### src/rtl/sm83_irq_pkg.sv
// ---------------------------------------------------------------------------
// sm83_irq_pkg
// Shared types and constants for the sm83 interrupt controller.
//   irq_t            : interrupt vector type (IF / IE / irq / iack width)
//   IRQ_*            : bit index of each implemented interrupt source
//   IF_ADR_DEF       : default bus address of the interrupt flag register
//   IE_ADR_DEF       : default bus address of the interrupt enable register
// ---------------------------------------------------------------------------
package sm83_irq_pkg;

  localparam int NUM_IRQS_DEF = 8;
  localparam int NUM_SRC_DEF  = 5;

  typedef logic [NUM_IRQS_DEF-1:0] irq_t;

  // Source bit positions; lower index means higher priority in the core.
  localparam int IRQ_VBLANK = 0;
  localparam int IRQ_STAT   = 1;
  localparam int IRQ_TIMER  = 2;
  localparam int IRQ_SERIAL = 3;
  localparam int IRQ_JOYPAD = 4;

  localparam logic [15:0] IF_ADR_DEF = 16'hff0f;
  localparam logic [15:0] IE_ADR_DEF = 16'hffff;

endpackage

### src/rtl/sm83_irq_edge.sv
// ---------------------------------------------------------------------------
// sm83_irq_edge
// Rising-edge detector for the peripheral request lines.
//   clk     in  1  clock
//   reset   in  1  asynchronous, active-high
//   i_req   in  W  request levels
//   o_set   out W  one-cycle pulse where i_req is 1 and was 0 last cycle
// The delayed copy clears to 0 in reset, so a request that is already high
// when reset releases produces a pulse at the first clock edge.
// ---------------------------------------------------------------------------
module sm83_irq_edge #(
  parameter int W = 5
) (
  input  logic         clk,
  input  logic         reset,
  input  logic [W-1:0] i_req,
  output logic [W-1:0] o_set
);

  logic [W-1:0] r_req_q;

  // NOTE: only the flops that define visible state get a reset term; this
  // one must, because its reset value decides the first edge after release.
  always_ff @(posedge clk or posedge reset) begin
    if (reset) begin
      r_req_q <= '0;
    end else begin
      // NOTE: non-blocking so every flop samples pre-edge values, regardless
      // of statement order or which block reads the result.
      r_req_q <= i_req;
    end
  end

  assign o_set = i_req & ~r_req_q;

endmodule

### src/rtl/sm83_irq_ctrl.sv
// ---------------------------------------------------------------------------
// sm83_irq_ctrl
// Interrupt controller in front of the sm83 core. Holds IF and IE, latches
// rising edges of peripheral requests into IF, drives irq = IF & IE to the
// core, clears IF bits on iack, and exposes both registers on the core bus.
//   clk      in   1         clock, all state updates on posedge
//   reset    in   1         asynchronous, active-high
//   adr      in   16        bus address
//   din      in   8         write data
//   dout     out  8         read data, 0 whenever dout_oe is 0
//   dout_oe  out  1         read of IF or IE in progress
//   rd       in   1         read strobe (level)
//   wr       in   1         write strobe, commits at the posedge
//   req      in   NUM_SRC   peripheral request levels
//   irq      out  NUM_IRQS  pending and enabled interrupts
//   iack     in   NUM_IRQS  one-hot acknowledge from the core
//   wake     out  1         any irq bit set (HALT/STOP release)
// ---------------------------------------------------------------------------
module sm83_irq_ctrl
  import sm83_irq_pkg::*;
#(
  parameter int          NUM_IRQS = NUM_IRQS_DEF,
  parameter int          NUM_SRC  = NUM_SRC_DEF,
  parameter logic [15:0] IF_ADR   = IF_ADR_DEF,
  parameter logic [15:0] IE_ADR   = IE_ADR_DEF
) (
  input  logic                clk,
  input  logic                reset,
  input  logic [15:0]         adr,
  input  logic [7:0]          din,
  output logic [7:0]          dout,
  output logic                dout_oe,
  input  logic                rd,
  input  logic                wr,
  input  logic [NUM_SRC-1:0]  req,
  output logic [NUM_IRQS-1:0] irq,
  input  logic [NUM_IRQS-1:0] iack,
  output logic                wake
);

  logic [NUM_SRC-1:0]  r_if;
  logic [NUM_IRQS-1:0] r_ie;

  logic                w_sel_if;
  logic                w_sel_ie;
  logic                w_wr_if;
  logic                w_wr_ie;
  logic [NUM_SRC-1:0]  w_set;
  logic [NUM_SRC-1:0]  w_if_base;
  logic [NUM_IRQS-1:0] w_if_rd;
  logic [NUM_IRQS-1:0] w_irq;
  logic                w_unused_iack;

  sm83_irq_edge #(
    .W (NUM_SRC)
  ) u_edge (
    .clk   (clk),
    .reset (reset),
    .i_req (req),
    .o_set (w_set)
  );

  assign w_sel_if = (adr == IF_ADR);
  assign w_sel_ie = (adr == IE_ADR);
  assign w_wr_if  = wr && w_sel_if;
  assign w_wr_ie  = wr && w_sel_ie;

  // Write data or held value, then iack clears, then new edges set: a
  // request arriving in the same cycle as an ack or a write is never lost.
  assign w_if_base = w_wr_if ? din[NUM_SRC-1:0] : r_if;

  always_ff @(posedge clk or posedge reset) begin
    if (reset) begin
      r_if <= '0;
      r_ie <= '0;
    end else begin
      r_if <= (w_if_base & ~iack[NUM_SRC-1:0]) | w_set;
      if (w_wr_ie) begin
        r_ie <= NUM_IRQS'(din);
      end
    end
  end

  // Unimplemented IF bits read as 1; only the implemented ones reach irq.
  // NOTE: every always_comb output gets a full default first so no path
  // leaves it unassigned and no latch is inferred.
  always_comb begin
    w_if_rd              = '1;
    w_if_rd[NUM_SRC-1:0] = r_if;
    w_irq                = '0;
    w_irq[NUM_SRC-1:0]   = r_if & r_ie[NUM_SRC-1:0];
  end

  // Read mux shows pre-edge register contents, so a read and write to the
  // same address in one cycle returns the old value.
  always_comb begin
    dout_oe = rd && (w_sel_if || w_sel_ie);
    dout    = 8'h00;
    if (rd && w_sel_if) begin
      dout = 8'(w_if_rd);
    end else if (rd && w_sel_ie) begin
      dout = 8'(r_ie);
    end
  end

  assign irq  = w_irq;
  assign wake = |w_irq;

  // Acknowledge bits above the implemented sources have nothing to clear.
  assign w_unused_iack = ^iack;

endmodule

### config.mk
export PLATFORM = sky130hd
export DESIGN_NAME = sm83_irq_ctrl
export DESIGN_NICKNAME = d
export VERILOG_FILES = /design/src/rtl/sm83_irq_pkg.sv /design/src/rtl/sm83_irq_edge.sv /design/src/rtl/sm83_irq_ctrl.sv
export SDC_FILE = /design/constraint.sdc
export NUM_CORES = 1
export LEC_CHECK = 0
export BUFFER_PORTS_ARGS = -buffer_cell sky130_fd_sc_hd__buf_2
export CAP_MARGIN = 20
export CORE_MARGIN = 2
export CORE_UTILIZATION = 46
export DETAILED_ROUTE_END_ITERATION = 12
export PLACE_DENSITY = 0.84
export SLEW_MARGIN = 0
export SYNTH_ARGS = -nofsm -noshare
export SYNTH_HDL_FRONTEND = slang
export SYNTH_SLANG_ARGS = --single-unit
### constraint.sdc
create_clock -name clk -period 3.4 [get_ports clk]
set_clock_uncertainty 0.05 [all_clocks]
set_input_delay 0.68 -clock clk [delete_from_list [all_inputs] [get_ports clk]]
set_output_delay 0.68 -clock clk [all_outputs]
set_load 0.1 [all_outputs]
# Word level (Yosys, flattened, before mapping)

Cells that the tools add are included.

Register bits after elaboration: 18
Word-level logic and storage cells: 21
Input port bits: 41

Reduce and logical (&&, ||, !) cells: 7
Equal/unequal tests: 2
Bitwise operators: 6
Muxes and demuxes: 3

Operators with widths:

| kind                                   | count |
|---|---|
| == test 16 bit (second input constant) | 2 |
| two-way mux 8 bit                      | 2 |
| AND 5 bit                              | 3 |
| inverter 5 bit                         | 2 |
| logical AND 1 bit                      | 5 |
| two-way mux 5 bit                      | 1 |
| bitwise OR 5 bit                       | 1 |
| OR reduction 5 bit                     | 1 |
| logical OR 1 bit                       | 1 |

# Logic depth before layout (Yosys ltp)

Depth after elaboration: 5
Mapped depth: 6

# By module

Synthesis repeated with hierarchy kept, for this count alone.

Cells, all modules: 101
Area total of the unflattened synthesis: 1048.5 µm²

By module, submodules not included:

| module        | cells each | area an instance (µm²) | times used |
|---|---|---|---|
| sm83_irq_ctrl | 90         | 850.8                  | 1 |
| sm83_irq_edge | 11         | 197.7                  | 1 |

# Worst setup path after synthesis

No wires, ideal clock.

Path type: input-to-output
From: in adr[4]
To: out dout_oe
Arrival time: 2.900 ns
Slack: -0.230 ns
Stages: 3
Path through: or4_1 > clkbuf_1 > a21oi_1

Word-level cells in the longest chain between the ends: 3

RTL lines:

| item                                     | RTL line                                 | text |
|---|---|---|
| from (decl)                              | sm83_irq_ctrl.sv:29                      | `input logic [15:0] adr,` |
| == test 16 bit, on equally long branches | sm83_irq_ctrl.sv:63, sm83_irq_ctrl.sv:64 |  |
| logical OR 1 bit *                       | sm83_irq_ctrl.sv:97                      | `dout_oe = rd && (w_sel_if \|\| w_sel_ie);` |
| logical AND 1 bit *                      | sm83_irq_ctrl.sv:97                      |  |
| to (decl)                                | sm83_irq_ctrl.sv:32                      | `output logic dout_oe,` |

Mark *: on every way between the ends. The rest lies on a longest branch, timed or not.

# Worst setup path after layout

Ends and elaborated chain as after synthesis.

==> flow_summary.json <==
{
  "status": "completed",
  "synthFlopType": "dfrtp_1",
  "diodes": 0,
  "yosysSeqAreaShare_pct": 44.3,
  "first_pass_iters": 4,
  "final_layout_size_suffix_gt1_share_pct": 50.6,
  "cts_setup_buffers": 0,
  "final_util_pct": 68.3,
  "final_nets": 196,
  "hold_viol": 0,
  "final-setup-viol-count": 0,
  "io_buffers": 52,
  "critPathArrivalTime_ps": 2160,
  "hold_buffers": 0,
  "synth_area_sq_mm": 0.00102,
  "area_growth_pct": 44.2,
  "antenna_found_initial": 0,
  "die_h_microns": 51.0,
  "p_leak_uw": 0.000707,
  "ys_ff_latch": 18,
  "cts-root-buf": "clkbuf_4",
  "clockBufferDepth": 2,
  "crit_slowest_cell": "or4_1",
  "initial_core_util_pct": 47.4,
  "synth_warnings": 0,
  "wl_per_cell_microns": 14.8,
  "max_freq_mhz": 346,
  "grtUsageTotal_pct": 21.9,
  "route.met3.wl_microns": 162,
  "synthCells": 101,
  "tightest_slew_ps": 688,
  "critPathKind": "input port to output port",
  "ir_drop_mv": 0.225,
  "drc": 0,
  "dieArea_sq_mm": 0.00260,
  "fin_crit_ps": 2890,
  "fin_crit_sh_pct": 85.1,
  "top_layer_used": "met4",
  "path_buf_inv": 2,
  "synth.avg_cell_area_sq_um": 10.1,
  "grt_pass1_wl_microns": 4280,
  "drt_wl_total_microns": 2690,
  "slew_headroom_pct": 54.1,
  "hpwlAfterDp_microns": 1990,
  "globalRouteOverflowTotal": 0,
  "synth_enable_flop_cells": 0,
  "core_area_sq_mm": 0.00215,
  "cts_resized": 0,
  "cp_common_cell": "buf_2",
  "slowest_delay_ps": 740,
  "viasPerCell": 5.39,
  "synth.distinct_cells": 24,
  "synthArstFlopShare_pct": 100,
  "die_w_microns": 51.0,
  "vias": 981,
  "setup_tns_ps": 0,
  "drt_iter0_drc": 24,
  "p_per_area_mw_per_mm2": 294,
  "tritoncts": "yes",
  "grt_max_degree": 19,
  "met2_wirelength_microns": 1410,
  "rsz0062_at_grt": "false",
  "h-tree-depth": 1,
  "end_kind": "output port",
  "met1Wirelength_microns": 1070,
  "final_common_cell": "buf_2",
  "clock_sinks": 18,
  "cp-start-kind": "input port",
  "drv_cap": 0,
  "antenna_left": 0,
  "cts_buffers": 3,
  "mostFrequentLayoutCells": "buf_2, dfrtp_1, nor2b_1",
  "io_pins": 59,
  "maxSlewViolCount": 0,
  "rows": 17,
  "gp_congestion": 0.697,
  "crit_chain": "buf_2, or4_1, a21oi_2, buf_2",
  "insertion_delay_ps": 290,
  "crit_family": "simple AND/OR/NAND/NOR gates",
  "grt_pass1_vias": 981,
  "hold_path.class": "input port to asynchronous set/reset pin",
  "path_max_fanout": 11,
  "clkTransAtPathRegs_ps": 110,
  "required_ps": 2670
}
==> registers in the layout, summed over array words and instances (netlist names) <==
name            cells
r_ie                8
r_if                5
u_edge.r_req_q      5
==> cells by family (layout without fill, tap and decap cells) <==
kind of cell	Yosys count	count (layout)	share of synthesized area, %
AO/OA/AOI/OAI	14	14	8.12
other	1	3	0.369
buffers and inverters	10	61	6.03
AND/OR/NAND/NOR	50	50	29.4
multiplexers	8	8	11.8
flip-flops	18	18	44.3
==> synth_stat cells (2+ instances only) <==
library cell	number	area share, %
dfrtp_1	18	44
nor2b_1	10	6.2
a21oi_1	9	4.4
mux2_4	8	12
nor2_1	8	3.0
nand2_1	6	2.2
a22oi_1	5	3.7
and2_1	5	3.1
nand3_1	5	2.5
or4b_1	5	4.9
buf_4	4	3.0
nand4_1	3	1.8
clkbuf_1	2	0.74
inv_1	2	0.74
or4_1	2	1.5
==> metal layers <==
layer,global-route usage (%),vias up
met5,0,-
met4,11.3,0
met3,2.63,6
met2,39.0,43
met1,25.8,470
li1,-,462
==> through the flow <==
step / power (uW) / std cells / worst slack [ps] / hold WS, ps / area [sq um]
floorplan: 275 / 103 / 269 / 432 / 1050
CTS: 431 / 182 / 506 / 440 / 1470
global placement: 299 / 178 / 521 / 442 / 1430
finish: 431 / 182 / 506 / 421 / 1470
detailed placement: 303 / 178 / 510 / 448 / 1430
global route: 449 / 182 / 446 / 440 / 1470
==> where the power goes <==
| group | internal, uW | switching [uW] |
|---|---|---|
| clock | 65.1 | 65.9 |
| sequential | 224 | 6.13 |
| combinational | 28.3 | 41.5 |
| total | 318 | 114 |
==> worst paths after layout <==
check,from,to,slack [ps],cells after the start
max reg2reg,r_if[0]$_DFF_PP0_,r_if[0]$_DFF_PP0_,2430,3
min in group clk,req[0],u_edge.r_req_q[0]$_DFF_PP0_,450,1
min,reset,u_edge.r_req_q[1]$_DFF_PP0_,420,2
min reg2reg,r_ie[5]$_DFFE_PP0P_,r_ie[5]$_DFFE_PP0P_,480,1
max,adr[4],dout_oe,510,4
max in group asynchronous,reset,r_if[3]$_DFF_PP0_,2430,2
==> area by class of cell <==
class	instances	area, sq um
clock buffer	4	36.3
multi-input combinational	75	537
inverter	3	12.5
timing repair buffer	54	395
sequential	18	450
fill	169	682
tap	28	35.0
No activity file was read; power rests on OpenSTA's default activity.
